===== config.mk =====
export PLATFORM = sky130hd
export DESIGN_NAME = sram_arbiter
export DESIGN_NICKNAME = d
export VERILOG_FILES = /design/src/rtl/sram_arbiter_pkg.sv /design/src/rtl/sram_arbiter_rr_arb2.sv /design/src/rtl/sram_arbiter.sv
export SDC_FILE = /design/constraint.sdc
export NUM_CORES = 1
export LEC_CHECK = 0
export BUFFER_PORTS_ARGS = -buffer_cell sky130_fd_sc_hd__clkbuf_2
export CORE_MARGIN = 2
export CORE_UTILIZATION = 47
export CTS_BUF_LIST = sky130_fd_sc_hd__clkbuf_16
export CTS_CLUSTER_DIAMETER = 150
export CTS_CLUSTER_SIZE = 16
export DETAILED_ROUTE_END_ITERATION = 6
export PLACE_DENSITY = 0.77
export SKIP_CTS_REPAIR_TIMING = 1
export SLEW_MARGIN = 20
export SYNTH_ARGS = -nofsm -noshare
export SYNTH_HDL_FRONTEND = slang
export SYNTH_SLANG_ARGS = --single-unit

===== constraint.sdc =====
create_clock -name i_clk -period 2.2 [get_ports i_clk]
set_clock_uncertainty 0.15 [all_clocks]
set_input_delay 0.11 -clock i_clk [delete_from_list [all_inputs] [get_ports i_clk]]
set_output_delay 0.11 -clock i_clk [all_outputs]
set_load 0.05 [all_outputs]

===== src/rtl/sram_arbiter_pkg.sv =====
// Shared definitions for the SRAM arbiter: FSM state codes, port identifiers
// and default geometry.
package sram_arbiter_pkg;

  localparam int unsigned AW_DEF       = 8;
  localparam int unsigned DW_DEF       = 8;
  localparam int unsigned STRB_CYC_DEF = 2;

  typedef enum logic [1:0] {
    ST_IDLE   = 2'd0,
    ST_SETUP  = 2'd1,
    ST_STROBE = 2'd2,
    ST_DONE   = 2'd3
  } state_e;

  typedef enum logic {
    PORT_A = 1'b0,
    PORT_B = 1'b1
  } port_e;

endpackage


===== src/rtl/sram_arbiter_rr_arb2.sv =====
// Two-way round-robin grant. The grant is combinational from the requests and
// the last-served pointer; the pointer advances when the grant is taken.
module rr_arb2
  import sram_arbiter_pkg::*;
(
  input  logic       i_clk,
  input  logic       i_rst,
  input  logic [1:0] i_req,
  input  logic       i_update,
  output logic [1:0] o_gnt_c,
  output port_e      o_last
);

  always_comb begin
    o_gnt_c = 2'b00;
    case (i_req)
      2'b01:   o_gnt_c = 2'b01;
      2'b10:   o_gnt_c = 2'b10;
      2'b11:   o_gnt_c = (o_last == PORT_B) ? 2'b01 : 2'b10;
      default: o_gnt_c = 2'b00;
    endcase
  end

  // Pointer resets to B so that A wins the first tie.
  always_ff @(posedge i_clk) begin
    if (i_rst) begin
      o_last <= PORT_B;
    end else if (i_update) begin
      o_last <= (o_gnt_c == 2'b10) ? PORT_B : PORT_A;
    end
  end

endmodule


===== src/rtl/sram_arbiter.sv =====
// Two-port round-robin arbiter and strobe sequencer for an 8-bit SRAM:
// IDLE -> SETUP -> STROBE (STRB_CYC cycles) -> DONE, all outputs registered.
module sram_arbiter
  import sram_arbiter_pkg::*;
#(
  parameter int unsigned AW       = AW_DEF,
  parameter int unsigned DW       = DW_DEF,
  parameter int unsigned STRB_CYC = STRB_CYC_DEF
) (
  input  logic          i_clk,
  input  logic          i_rst,
  input  logic          i_a_req,
  input  logic          i_a_we,
  input  logic [AW-1:0] i_a_addr,
  input  logic [DW-1:0] i_a_wdata,
  output logic          o_a_ack,
  output logic [DW-1:0] o_a_rdata,
  input  logic          i_b_req,
  input  logic          i_b_we,
  input  logic [AW-1:0] i_b_addr,
  input  logic [DW-1:0] i_b_wdata,
  output logic          o_b_ack,
  output logic [DW-1:0] o_b_rdata,
  output logic          o_busy,
  output logic          o_sram_cs,
  output logic          o_sram_wr,
  output logic          o_sram_rd,
  output logic [AW-1:0] o_sram_addr,
  output logic [DW-1:0] o_sram_din,
  input  logic [DW-1:0] i_sram_dout
);

  localparam int unsigned CW = $clog2(STRB_CYC + 1);

  state_e        r_state;
  logic          r_we;
  logic [CW-1:0] r_cnt;
  logic [1:0]    w_req;
  logic [1:0]    w_gnt;
  logic          w_update;
  logic          w_sel_b;
  port_e         w_last;

  assign w_req    = {i_b_req, i_a_req};
  assign w_update = (r_state == ST_IDLE) && (w_req != 2'b00);
  assign w_sel_b  = (w_gnt == 2'b10);

  rr_arb2 u_arb (
    .i_clk    (i_clk),
    .i_rst    (i_rst),
    .i_req    (w_req),
    .i_update (w_update),
    .o_gnt_c  (w_gnt),
    .o_last   (w_last)
  );

  // The pointer holds the granted port for the whole transaction, so it
  // also steers the ack and read data in STROBE.
  always_ff @(posedge i_clk) begin
    if (i_rst) begin
      r_state     <= ST_IDLE;
      r_we        <= 1'b0;
      r_cnt       <= '0;
      o_a_ack     <= 1'b0;
      o_b_ack     <= 1'b0;
      o_a_rdata   <= '0;
      o_b_rdata   <= '0;
      o_busy      <= 1'b0;
      o_sram_cs   <= 1'b0;
      o_sram_wr   <= 1'b0;
      o_sram_rd   <= 1'b0;
      o_sram_addr <= '0;
      o_sram_din  <= '0;
    end else begin
      case (r_state)
        ST_IDLE: begin
          if (w_update) begin
            r_we        <= w_sel_b ? i_b_we    : i_a_we;
            o_sram_addr <= w_sel_b ? i_b_addr  : i_a_addr;
            o_sram_din  <= w_sel_b ? i_b_wdata : i_a_wdata;
            o_sram_cs   <= 1'b1;
            o_busy      <= 1'b1;
            r_state     <= ST_SETUP;
          end
        end
        ST_SETUP: begin
          o_sram_wr <= r_we;
          o_sram_rd <= ~r_we;
          r_cnt     <= CW'(STRB_CYC - 1);
          r_state   <= ST_STROBE;
        end
        ST_STROBE: begin
          if (r_cnt == '0) begin
            o_sram_wr <= 1'b0;
            o_sram_rd <= 1'b0;
            if (w_last == PORT_B) begin
              o_b_ack <= 1'b1;
              if (!r_we) o_b_rdata <= i_sram_dout;
            end else begin
              o_a_ack <= 1'b1;
              if (!r_we) o_a_rdata <= i_sram_dout;
            end
            r_state <= ST_DONE;
          end else begin
            r_cnt <= r_cnt - CW'(1);
          end
        end
        ST_DONE: begin
          o_a_ack   <= 1'b0;
          o_b_ack   <= 1'b0;
          o_sram_cs <= 1'b0;
          o_busy    <= 1'b0;
          r_state   <= ST_IDLE;
        end
        default: r_state <= ST_IDLE;
      endcase
    end
  end

endmodule


==> results of run 1 <==
## synthesized netlist by cell type
| cell | count | share of area |
|---|---|---|
| clkbuf_1 | 5 | 0.0095 |
| mux2i_1 | 9 | 0.046 |
| ha_1 | 6 | 0.038 |
| buf_4 | 3 | 0.011 |
| or2_2 | 1 | 0.0032 |
| o21a_1 | 2 | 0.0076 |
| or4b_1 | 1 | 0.0051 |
| buf_2 | 4 | 0.010 |
| o21ba_2 | 1 | 0.0051 |
| o31ai_1 | 1 | 0.0038 |
| a31oi_1 | 1 | 0.0032 |
| and3_1 | 1 | 0.0032 |
| a21oi_1 | 13 | 0.033 |
| a311oi_1 | 15 | 0.067 |
| nor3b_1 | 1 | 0.0038 |
| a211o_1 | 2 | 0.0089 |
| and4b_1 | 1 | 0.0051 |
| a311oi_2 | 3 | 0.023 |
| dfxtp_1 | 43 | 0.44 |
| buf_12 | 1 | 0.010 |
| and4bb_2 | 1 | 0.0063 |
| a21boi_4 | 1 | 0.0095 |
| nand2b_1 | 5 | 0.016 |
| nand2_1 | 54 | 0.10 |
| a2bb2oi_1 | 3 | 0.013 |
| nor2b_1 | 2 | 0.0063 |
| buf_6 | 4 | 0.023 |
| inv_1 | 7 | 0.013 |
| or3b_1 | 1 | 0.0044 |
| o21ai_0 | 3 | 0.0076 |
| a21bo_1 | 1 | 0.0051 |
| nand4b_1 | 1 | 0.0044 |
| nor2_1 | 29 | 0.055 |
## how the worst max path moves through the flow
| stage | startpoint | to | cells past startpoint |
|---|---|---|---|
| global route | r_state[0] | o_sram_addr[4] | 6 |
| detailed placement | r_state[0] | o_a_rdata[1] | 5 |
| global placement | r_state[0] | o_a_rdata[2] | 5 |
| floorplan | r_state[0] | r_state[1] | 5 |
| finish | r_state[0] | o_a_rdata[1] | 5 |
| CTS | r_state[0] | o_a_rdata[5] | 5 |
## final cells by class
class | count | area (um^2) | area share
flip-flops and latches | 43 | 861 | 0.296
repair buffers | 128 | 858 | 0.295
clock inverters | 3 | 15.0 | 0.00517
inverters | 7 | 26.3 | 0.00904
well taps | 50 | 62.6 | 0.0215
clock buffers | 5 | 125 | 0.0430
multi-input cells | 159 | 958 | 0.330
## cells by family (layout without fill, tap and decap cells)
group                    count (synthesis)  after routing  share of synthesized area
AO/OA/AOI/OAI                           46             46                      0.187
adder cells (fa/ha/maj)                  6              6                     0.0381
buffers and inverters                   24            143                     0.0774
flip-flops                              43             43                      0.437
multiplexers                             9              9                     0.0457
AND/OR/NAND/NOR                         98             98                      0.216
## power breakdown
group	internal, W	switching, W	total, W
sequential	0.000981	0.000131	0.00111
combinational	0.000505	0.00114	0.00164
clock	0.000412	0.000281	0.000693
total	0.00190	0.00155	0.00345
## through the flow
stage	total power [W]	std cells	area, um^2	hold slack [ps]
4_1_cts	0.00338	353	2490	-83.0
2_1_floorplan	0.00242	226	1970	96.0
6_report	0.00345	395	2910	156
3_3_place_gp	0.00265	345	2350	200
3_5_place_dp	0.00268	345	2350	208
5_1_grt	0.00365	395	2910	165
## registers in the layout, indices dropped and copies added (netlist names), 2 cells and up
| signal | count |
|---|---|
| o_a_rdata | 8 |
| o_b_rdata | 8 |
| o_sram_addr | 8 |
| o_sram_din | 8 |
| r_cnt | 2 |
| r_state | 2 |
## metal layers
layer	GRT usage	vias to the layer above	wire length, um
met3	0.0649	4	346
li1	-	1011	-
met4	0.0441	0	47
met5	0	-	0
met2	0.304	74	2730
met1	0.228	931	2270
## worst reg2reg max path, cell delays in order, from the launching register on
cell,delay (ps)
dfxtp_1,340
inv_1,120
ha_1,300
and4bb_2,470
mux2i_1,250
nor2_1,60
## layout by cell type, fill, tap and decap left out, drive strengths merged, types with 2 or more instances in the layout
cell type	synthesis	final
nor2b	2	2
a21oi	13	13
o21a	2	2
mux2i	9	9
a2bb2oi	3	3
a311oi	18	18
dfxtp	43	43
o21ai	3	3
ha	6	6
buf	12	3
nor2	29	29
inv	7	7
clkbuf	5	88
clkinv	0	2
nand2b	5	5
dlygate4sd3	0	42
nand2	54	54
a211o	2	2
==> impl_summary.log, run 1 <==
[metrics] number of nets with antenna violations after routing: 0
[metrics] final net count: 396
[metrics] leakage power: 1.29 nW
[metrics] routed vias: slightly above 2000
[metrics] row count: 23
[metrics] n_diodes: 0
[metrics] total DRC errors in the routed layout: 0
[metrics] Max IR drop VDD: around 0.6 mV
[metrics] TritonCTS clock tree: done
[metrics] cell area power density: 1190 mW/mm^2
[metrics] setup repair after global routing missed its margin: no
[metrics] Critical Path Fanout Max: 8
[metrics] register-to-register setup slack: 380 ps
[metrics] wire per inst: approximately 14 um
[metrics] highest cell delay on the worst timing path: between 400 and 500 ps
[metrics] detailed-routing iteration count for the pre-antenna-repair pass: 4
[metrics] Worst Path Class, Setup: flip-flop to flip-flop
[metrics] startpoint type of the worst setup path: flip-flop
[metrics] Max Root-Sink Buffers: 2
[metrics] initial detailed-routing violation count: 89
[metrics] width of the chip: ~69 um
[metrics] r2r startpoint: r_state[0]
[metrics] Worst path top cell family by delay: simple AND/OR/NAND/NOR gates
[metrics] starting density of the core: 0.489
[metrics] actual transition at the worst max-transition pin: 535 ps
[metrics] post-synthesis sequential element count: between 40 and 50
[metrics] proportion of synthesized chip area in sequential cells: 0.437
[metrics] Num Clock Sinks: 43
[metrics] utilization of the core after routing: 0.721
[metrics] endpoints failing setup: 0
[metrics] final slew viol count: 0
[metrics] number of library cell types mapped by synthesis: 33
[metrics] HPWL after DPL: around 3.1 mm
[metrics] clock root buffer master: clkbuf_16
[metrics] Crit path arrival time: 1820 ps
[metrics] buffers added on ports: 83
[metrics] clock insertion delay at the later pin of the skew report: 280 ps
[metrics] yosys synthesis warning count: 0
[metrics] core footprint: 0.00403 mm^2
[metrics] Worst Hold Depth: 3
[metrics] Gate Count Post-Synth: 226
[metrics] global-route wire length before repair: approximately 6.6 mm
[metrics] initial antenna violation count: 0
[metrics] clock-pin slew on the worst setup and hold paths: 60 ps
[metrics] per-cell via count in the routed design: 5.11
[metrics] Worst Min Path Start: i_a_req
[metrics] Place WS: 392 ps
[metrics] fill cell count: roughly 320
[metrics] Crit path buffers/inverters: 1
[metrics] clock buffer count from CTS: 5
[metrics] max-cap violations: 0
[metrics] Min-Delay Path Class: primary input to flip-flop
[metrics] area growth from synthesis to layout: 47.4%
[metrics] largest net degree at the start of global routing: 35
[metrics] type of destination of the critical path: flip-flop
[metrics] share of cells above drive strength 1: 0.287
[metrics] number of nets produced by synthesis: 278
[metrics] setup TNS after final layout: 0 ps
[metrics] min Tclk post-route: 1820 ps
[metrics] RD Place Congestion: 0.700
[metrics] fraction of the cycle the final worst path needs: 0.828
[metrics] critical path cell sequence: inv_1 > ha_1 > and4bb_2 > mux2i_1 > nor2_1
[metrics] number of top-level design ports: 84
[metrics] die height: 68.8 um
[metrics] worst setup slack after layout: 378 ps
[metrics] slowest library cell on the worst path: and4bb_2
[metrics] normalized max-slew margin: 0.644
[metrics] via count of the first global-routing pass: 1551
[metrics] leftover overflow at the end of global routing: 0
[metrics] netlist area before placement: 0.00197 mm^2
[metrics] end point of the worst hold path: u_arb.o_last
[metrics] worst r2r path cells: 5
[metrics] outcome: complete, no violations
[metrics] worst reg2reg endpoint: o_a_rdata[1]
[metrics] WL final: between 5 and 6 mm
[metrics] GR Util All Layers: 0.183
[metrics] die outline area: 0.00473 mm^2
[metrics] Max Clock Freq: 549 MHz
[metrics] number of hold violations in the final report: 0
[metrics] htree depth: 2
[metrics] Worst EP required: 2190 ps
[metrics] mean cell area of the mapped netlist: 8.73 um^2
Note: power is estimated with default switching activity, not from simulation.
==> run 2: changes to the inputs <==
--- a/config.mk
+++ b/config.mk
@@ -5,14 +5,15 @@
 export SDC_FILE = /design/constraint.sdc
 export NUM_CORES = 1
 export LEC_CHECK = 0
+export ABC_AREA = 1
 export BUFFER_PORTS_ARGS = -buffer_cell sky130_fd_sc_hd__clkbuf_2
 export CORE_MARGIN = 2
-export CORE_UTILIZATION = 47
+export CORE_UTILIZATION = 43
 export CTS_BUF_LIST = sky130_fd_sc_hd__clkbuf_16
 export CTS_CLUSTER_DIAMETER = 150
 export CTS_CLUSTER_SIZE = 16
 export DETAILED_ROUTE_END_ITERATION = 6
-export PLACE_DENSITY = 0.77
+export PLACE_DENSITY = 0.74
 export SKIP_CTS_REPAIR_TIMING = 1
 export SLEW_MARGIN = 20
 export SYNTH_ARGS = -nofsm -noshare
==> constraint.sdc (replaced) <==
create_clock -name i_clk -period 1.6 [get_ports i_clk]
set_clock_uncertainty 0.15 [all_clocks]
set_input_delay 0.08 -clock i_clk [delete_from_list [all_inputs] [get_ports i_clk]]
set_output_delay 0.08 -clock i_clk [all_outputs]
set_load 0.05 [all_outputs]
==> impl_summary.log, run 2 <==
[metrics] end point of the worst hold path: o_sram_addr[1] (was u_arb.o_last)
[metrics] detailed-routing iteration count for the pre-antenna-repair pass: 4 (unchanged)
[metrics] via count of the first global-routing pass: 1794 (was 1551)
[metrics] Crit path arrival time: 1530 ps (was 1820 ps)
[metrics] RD Place Congestion: 0.871 (was 0.700)
[metrics] clock buffer count from CTS: 5 (unchanged)
[metrics] global-route wire length before repair: 7.46 mm (was 6.57 mm)
[metrics] HPWL after DPL: 3.35 mm (was 3.11 mm)
[metrics] cell type with the largest total area after synthesis: dfxtp_1 (unchanged)
[metrics] number of top-level design ports: 84 (unchanged)
[metrics] clock insertion delay at the later pin of the skew report: 280 ps (about the same)
[metrics] critical path cell sequence: inv_1 > ha_2 > inv_1 > nor2_4 > nand2_2 > o21ai_0 > nor2_1 (was inv_1 > ha_1 > and4bb_2 > mux2i_1 > nor2_1)
[metrics] slowest library cell on the worst path: dfxtp_1 (was and4bb_2)
[metrics] n_diodes: 0 (unchanged)
[metrics] total DRC errors in the routed layout: 0 (unchanged)
[metrics] main combinational cell family by area after synthesis: simple AND/OR/NAND/NOR gates (unchanged)
[metrics] core footprint: 0.00444 mm^2 (was 0.00403 mm^2)
[metrics] TritonCTS clock tree: done (unchanged)
[metrics] yosys synthesis warning count: 0 (unchanged)
[metrics] die outline area: 0.00527 mm^2 (was 0.00473 mm^2)
[metrics] htree depth: 2 (unchanged)
[metrics] endpoints failing setup: 0 (unchanged)
[metrics] cell type with the highest occurrence count on the critical path: inv_1
[metrics] cell area power density: 1880 mW/mm^2 (was 1190 mW/mm^2)
[metrics] r2r startpoint: r_cnt[0] (was r_state[0])
[metrics] fraction of the cycle the final worst path needs: 0.940 (was 0.828)
[metrics] worst r2r path cells: 7 (was 5)
[metrics] most frequently used flop master after synthesis: dfxtp_1 (unchanged)
[metrics] synth top area cells: dfxtp_1 (43%), nor2_1 (17%), nand2_1 (10%) (was dfxtp_1 (44%), nand2_1 (10%), a311oi_1 (6.7%))
[metrics] type of destination of the critical path: flip-flop (unchanged)
[metrics] Worst Min Path Start: i_a_addr[1] (was i_a_req)
[metrics] Post-synth EDFFs: 0 (unchanged)
[metrics] initial antenna violation count: 0 (unchanged)
[metrics] netlist area before placement: 0.00202 mm^2 (was 0.00197 mm^2)
[metrics] starting density of the core: 0.455 (was 0.489)
[metrics] max-cap violations: 0 (unchanged)
[metrics] wire per inst: 10.7 um (was 13.7 um)
[metrics] actual transition at the worst max-transition pin: 290 ps (was 535 ps)
[metrics] start point of the critical path: r_cnt[0] (was r_state[0])
[metrics] ranking of synthesized cells by instance count: nor2_1 (91), nand2_1 (54), dfxtp_1 (43) (was nand2_1 (54), dfxtp_1 (43), nor2_1 (29))
[metrics] parity-gate share of the synthesized area counting xor and xnor cells: 0 (unchanged)
[metrics] routed vias: 2103 (was 2020)
[metrics] largest net degree at the start of global routing: 35 (unchanged)
[metrics] row count: 24 (was 23)
[metrics] Min-Delay Path Class: primary input to flip-flop (unchanged)
[metrics] area of the multi-input gates: 965 um^2 (was 958 um^2)
[metrics] number of nets with antenna violations after routing: 0 (unchanged)
[metrics] worst reg2reg endpoint: o_a_rdata[1] (unchanged)
[metrics] share of cells above drive strength 1: 0.275 (was 0.287)
[metrics] Num Clock Sinks: 43 (unchanged)
[metrics] Post-Synth Simple-Gate Area: 0.315 (was 0.216)
[metrics] initial detailed-routing violation count: 106 (was 89)
[metrics] setup repair after global routing missed its margin: no (unchanged)
[metrics] FF/Latch Area: 861 um^2 (unchanged)
[metrics] Max Root-Sink Buffers: 2 (unchanged)
[metrics] clock root buffer master: clkbuf_16 (unchanged)
[metrics] leakage power: 1.53 nW (was 1.29 nW)
[metrics] clock-pin slew on the worst setup and hold paths: 70 ps (was 60 ps)
[metrics] startpoint type of the worst setup path: flip-flop (unchanged)
[metrics] proportion of synthesized chip area in sequential cells: 0.425 (was 0.437)
[metrics] most frequent cell after synthesis: nor2_1 (was nand2_1)
[metrics] area growth from synthesis to layout: 42.5% (was 47.4%)
[metrics] min Tclk post-route: 1500 ps (was 1820 ps)
[metrics] outcome: finished with violations (was complete, no violations)
[metrics] highest cell delay on the worst timing path: 300 ps (was 470 ps)
[metrics] final slew viol count: 0 (unchanged)
[metrics] mean cell area of the mapped netlist: 6.79 um^2 (was 8.73 um^2)
[metrics] multiplexer share of the synthesized area: 0 (was 0.0457)
[metrics] Max IR drop VDD: 0.870 mV (was 0.604 mV)
[metrics] width of the chip: 72.6 um (was 68.8 um)
[metrics] proportion of synthesized flip-flops having asynchronous set or reset: 0 (unchanged)
[metrics] Worst Path Class, Setup: flip-flop to flip-flop (unchanged)
[metrics] fill cell count: 414 (was 315)
[metrics] setup TNS after final layout: 0 ps (unchanged)
[metrics] die height: 72.6 um (was 68.8 um)
[metrics] proportion of netlist area held by the largest area contributor: 0.425 (was 0.437)
[metrics] Max Clock Freq: 665 MHz (was 549 MHz)
[metrics] Critical Path Fanout Max: 9 (was 8)
[metrics] post-synthesis sequential element count: 43 (unchanged)
[metrics] GR Util All Layers: 0.180 (was 0.183)
[metrics] buffers added on ports: 83 (unchanged)
[metrics] non-filler cells, final: 459 (was 395)
[metrics] Gate Count Post-Synth: 298 (was 226)
[metrics] normalized max-slew margin: 0.806 (was 0.644)
[metrics] WL final: 4.93 mm (was 5.39 mm)
[metrics] final net count: 458 (was 396)
[metrics] Adder-Cell Fraction of Synth Area: 0.0371 (was 0.0381)
[metrics] register-to-register setup slack: 100 ps (was 380 ps)
[metrics] utilization of the core after routing: 0.649 (was 0.721)
[metrics] Worst EP required: 1630 ps (was 2190 ps)
[metrics] number of nets produced by synthesis: 350 (was 278)
[metrics] dpl cells: 430 (was 345)
[metrics] Place WS: -4.66 ps (was 392 ps)
[metrics] post-synthesis compound-gate area fraction: 0.115 (was 0.187)
[metrics] commonest non-fill, non-tap cell in the layout: nor2_1 (was clkbuf_2)
[metrics] commonest cells after routing, fill and taps aside: nor2_1 (91), clkbuf_2 (83), nand2_1 (52) (was clkbuf_2 (83), nand2_1 (54), dfxtp_1 (43))
[metrics] per-cell via count in the routed design: 4.58 (was 5.11)
[metrics] worst hold slack across all endpoints: -58.7 ps (was 156 ps)
[metrics] number of hold violations in the final report: 16 (was 0)
[metrics] leftover overflow at the end of global routing: 0 (unchanged)
[metrics] Worst Hold Depth: 5 (was 3)
[metrics] number of library cell types mapped by synthesis: 21 (was 33)
[metrics] violated checks: hold timing
[metrics] worst setup slack after layout: 95.8 ps (was 378 ps)
run 2: changes by cell type after synthesis, sizes merged, moves of 6 or more:
cell | previous run | this run
inv | 7 | 35
a311oi | 18 | 0
a21oi | 13 | 5
nor2 | 29 | 94
mux2i | 9 | 0
nand3 | 0 | 6
o21ai | 3 | 37
run 2: cell families after synthesis:
logic type	count (synthesis)
and+or+nand+nor	158
buffers and inverters	46
AOI/OAI and AO/OA	45
DFF	43
adders and majority gates	6
run 2: area by class of cell:
class                      count  area share
tap                           52      0.0226
multi-input combinational    209       0.334
sequential                    43       0.298
inverter                      35      0.0464
timing repair buffer         112       0.246
clock buffer                   5      0.0434
clock inverter                 3     0.00824
run 2: how the worst max path moves through the flow:
| stage | slack [ps] | endpoint |
|---|---|---|
| after floorplan | 140 | o_a_rdata[0] |
| after global placement | 50 | o_b_rdata[6] |
| after detailed placement | -5 | o_b_rdata[3] |
| after CTS | -20 | o_b_rdata[3] |
| after global routing | 5 | o_b_rdata[7] |
| final | 100 | o_a_rdata[1] |
run 2: worst max-delay path: cells and delay by family, from the launching register on:
kind	cells	cell delay, ps
adders and majority gates	1	220
and+or+nand+nor	3	340
buffers and inverters	2	170
DFF	1	300
AOI/OAI and AO/OA	1	220
run 2: metrics by stage:
stage	area, um^2	power, W
after floorplan	2020	0.00374
after global placement	2500	0.00430
after detailed placement	2500	0.00433
after CTS	2650	0.00537
after global routing	2880	0.00579
final	2880	0.00543
run 2: power breakdown:
| group | internal, W | leakage, nW | switching, W |
|---|---|---|---|
| clock | 0.000583 | 0.0664 | 0.000439 |
| combinational | 0.000821 | 1.11 | 0.00197 |
| sequential | 0.00141 | 0.353 | 0.000199 |
| total | 0.00282 | 1.53 | 0.00261 |
run 2: per-layer routing:
metal / part of all wire / track usage / vias to the layer above
met5: 0 / 0 / -
met1: 0.44 / 0.211 / 896
met2: 0.48 / 0.304 / 68
li1: - / - / 1132
met4: 0.013 / 0.0658 / 0
met3: 0.065 / 0.0594 / 7
==> run 3: changes to the inputs <==
--- a/config.mk
+++ b/config.mk
@@ -13,8 +13,7 @@
 export CTS_CLUSTER_DIAMETER = 150
 export CTS_CLUSTER_SIZE = 16
 export DETAILED_ROUTE_END_ITERATION = 6
-export PLACE_DENSITY = 0.74
-export SKIP_CTS_REPAIR_TIMING = 1
+export PLACE_DENSITY = 0.76
 export SLEW_MARGIN = 20
 export SYNTH_ARGS = -nofsm -noshare
 export SYNTH_HDL_FRONTEND = slang
==> impl_summary.log, run 3 (synthesized netlist as in run 2, its figures left out) <==
[metrics] final slew viol count: 0 (unchanged)
[metrics] leakage power: 1.64 nW (was 1.53 nW)
[metrics] share of cells above drive strength 1: 0.259 (was 0.275)
[metrics] Max Root-Sink Buffers: 2 (unchanged)
[metrics] commonest cells after routing, fill and taps aside: nor2_1 (91), clkbuf_2 (83), nand2_1 (52) (unchanged)
[metrics] outcome: finished with violations (unchanged)
[metrics] die height: 72.6 um (unchanged)
[metrics] sw power: 0.00261 W (about the same)
[metrics] Post CTS Setup Buffer Count: 0
[metrics] startpoint type of the worst setup path: flip-flop (unchanged)
[metrics] type of destination of the critical path: flip-flop (unchanged)
[metrics] Worst EP required: 1670 ps (was 1630 ps)
[metrics] Critical Path Fanout Max: 9 (unchanged)
[metrics] slowest library cell on the worst path: dfxtp_2 (was dfxtp_1)
[metrics] total DRC errors in the routed layout: 0 (unchanged)
[metrics] Worst path top cell family by delay: buffers and inverters (was simple AND/OR/NAND/NOR gates)
[metrics] worst hold slack across all endpoints: -6.74 ps (was -58.7 ps)
[metrics] Max IR drop VDD: 1.02 mV (was 0.870 mV)
[metrics] wire per inst: 11.6 um (was 10.7 um)
[metrics] clock share of power: 0.204 (was 0.188)
[metrics] net switching share of the total power: 0.465 (was 0.481)
[metrics] Num Clock Sinks: 43 (unchanged)
[metrics] worst r2r path cells: 8 (was 7)
[metrics] Cell Area, Placed: 0.00249 mm^2 (was 0.00250 mm^2)
[metrics] initial antenna violation count: 0 (unchanged)
[metrics] Cell Int Power: 0.00301 W (was 0.00282 W)
[metrics] violated checks: hold timing (unchanged)
[metrics] global-route wire length before repair: 9.27 mm (was 7.46 mm)
[metrics] per-cell via count in the routed design: 4.73 (was 4.58)
[metrics] via count of the first global-routing pass: 2134 (was 1794)
[metrics] commonest non-fill, non-tap cell in the layout: nor2_1 (unchanged)
[metrics] utilization of the core after routing: 0.703 (was 0.649)
[metrics] critical path cell sequence: inv_1 > ha_2 > nand2_1 > inv_1 > nand2_4 > inv_2 > nor2_1 > nor2_1 (was inv_1 > ha_2 > inv_1 > nor2_4 > nand2_2 > o21ai_0 > nor2_1)
[metrics] clock-pin slew on the worst setup and hold paths: 60 ps (was 70 ps)
[metrics] normalized max-slew margin: 0.769 (was 0.806)
[metrics] fraction of the cycle the final worst path needs: 0.935 (was 0.940)
[metrics] routed vias: 2270 (was 2103)
[metrics] cell area power density: 1800 mW/mm^2 (was 1880 mW/mm^2)
[metrics] Crit path buffers/inverters: 3 (was 2)
[metrics] max-cap violations: 0 (unchanged)
[metrics] width of the chip: 72.6 um (unchanged)
[metrics] row count: 24 (unchanged)
[metrics] buffers added on ports: 83 (unchanged)
[metrics] non-filler cells, final: 480 (was 459)
[metrics] actual transition at the worst max-transition pin: 347 ps (was 290 ps)
[metrics] Min-Delay Path Class: primary input to flip-flop (unchanged)
[metrics] starting density of the core: 0.455 (unchanged)
[metrics] Max Clock Freq: 668 MHz (was 665 MHz)
[metrics] number of hold violations in the final report: 1 (was 16)
[metrics] detailed-routing iteration count for the pre-antenna-repair pass: 4 (unchanged)
[metrics] initial detailed-routing violation count: 83 (was 106)
[metrics] final net count: 479 (was 458)
[metrics] largest net degree at the start of global routing: 41 (was 35)
[metrics] setup TNS after final layout: 0 ps (unchanged)
[metrics] dpl cells: 429 (was 430)
[metrics] clock buffer count from CTS: 5 (unchanged)
[metrics] RD Place Congestion: 0.814 (was 0.871)
[metrics] sequential group share of total power: 0.289 (was 0.297)
[metrics] leftover overflow at the end of global routing: 0 (unchanged)
[metrics] GR Util All Layers: 0.221 (was 0.180)
[metrics] area growth from synthesis to layout: 54.4% (was 42.5%)
[metrics] WL final: 5.57 mm (was 4.93 mm)
[metrics] post-route standard cell area excluding fillers: 0.00312 mm^2 (was 0.00288 mm^2)
[metrics] highest cell delay on the worst timing path: 330 ps (was 300 ps)
[metrics] TritonCTS clock tree: done (unchanged)
[metrics] htree depth: 2 (unchanged)
[metrics] clock insertion delay at the later pin of the skew report: 290 ps (was 280 ps)
[metrics] combinational cell fraction of total power: 0.506 (was 0.515)
[metrics] clock root buffer master: clkbuf_16 (unchanged)
[metrics] die outline area: 0.00527 mm^2 (unchanged)
[metrics] min Tclk post-route: 1500 ps (about the same)
[metrics] number of nets with antenna violations after routing: 0 (unchanged)
[metrics] Crit path arrival time: 1570 ps (was 1530 ps)
[metrics] endpoints failing setup: 0 (unchanged)
[metrics] Worst Hold Depth: 3 (was 5)
[metrics] fill cell count: 352 (was 414)
[metrics] number of top-level design ports: 84 (unchanged)
[metrics] core footprint: 0.00444 mm^2 (unchanged)
[metrics] Worst path depth: 8 (was 7)
[metrics] Worst Path Class, Setup: flip-flop to flip-flop (unchanged)
[metrics] HPWL after DPL: 3.21 mm (was 3.35 mm)
[metrics] n_diodes: 0 (unchanged)
-- run 3: area by class of cell --
| class | instances | area, um^2 | area share |
|---|---|---|---|
| clock buffers | 5 | 125 | 0.0401 |
| clock inverters | 3 | 43.8 | 0.0140 |
| inverters | 35 | 134 | 0.0429 |
| multi-input cells | 209 | 970 | 0.310 |
| flip-flops and latches | 43 | 862 | 0.276 |
| well taps | 52 | 65.1 | 0.0208 |
| repair buffers | 133 | 923 | 0.296 |
-- run 3: power groups by stage --
stage / logic, W / clock network [W] / registers, W
5_1_grt: 0.00309 / 0.00120 / 0.00167
6_report: 0.00285 / 0.00115 / 0.00163
3_3_place_gp: 0.00266 / 0 / 0.00162
3_5_place_dp: 0.00269 / 0 / 0.00163
4_1_cts: 0.00279 / 0.00117 / 0.00161
2_1_floorplan: 0.00116 / 0 / 0.00258
-- run 3: path summary, 6_finish.rpt --
path / endpoint / slack [ps] / start
min: u_arb.o_last / -7 / i_b_req
max reg2reg: o_b_rdata[6] / 100 / r_state[0]
min reg2reg: o_a_rdata[4] / 330 / o_a_rdata[4]
max: o_b_rdata[6] / 100 / r_state[0]
-- run 3: per-layer routing --
metal / vias to the layer above / routed length (um) / GRT usage
met5: - / 0 / 0
met4: 0 / 90 / 0.0700
met3: 11 / 427 / 0.0677
met2: 87 / 2820 / 0.401
met1: 998 / 2230 / 0.245
li1: 1174 / - / -
-- run 3: worst min-delay path, cell delays in order --
cell and delay [ps]:
clkbuf_2 130, nand3_1 90, o211ai_1 80
-- run 3: stage by stage --
stage | setup slack [ps] | power [W]
3_5_place_dp | -27.0 | 0.00432
3_3_place_gp | 31.4 | 0.00429
2_1_floorplan | 143 | 0.00374
5_1_grt | -7.08 | 0.00596
4_1_cts | 4.32 | 0.00557
6_report | 103 | 0.00562
-- run 3: timing repair --
| item | CTS | global route |
|---|---|---|
| endpoints found under the hold margin | 36 | 0 |
| resized for setup | 1 | 9 |
| endpoints found under the setup margin | 8 | 20 |
| hold buffers | 43 | 0 |
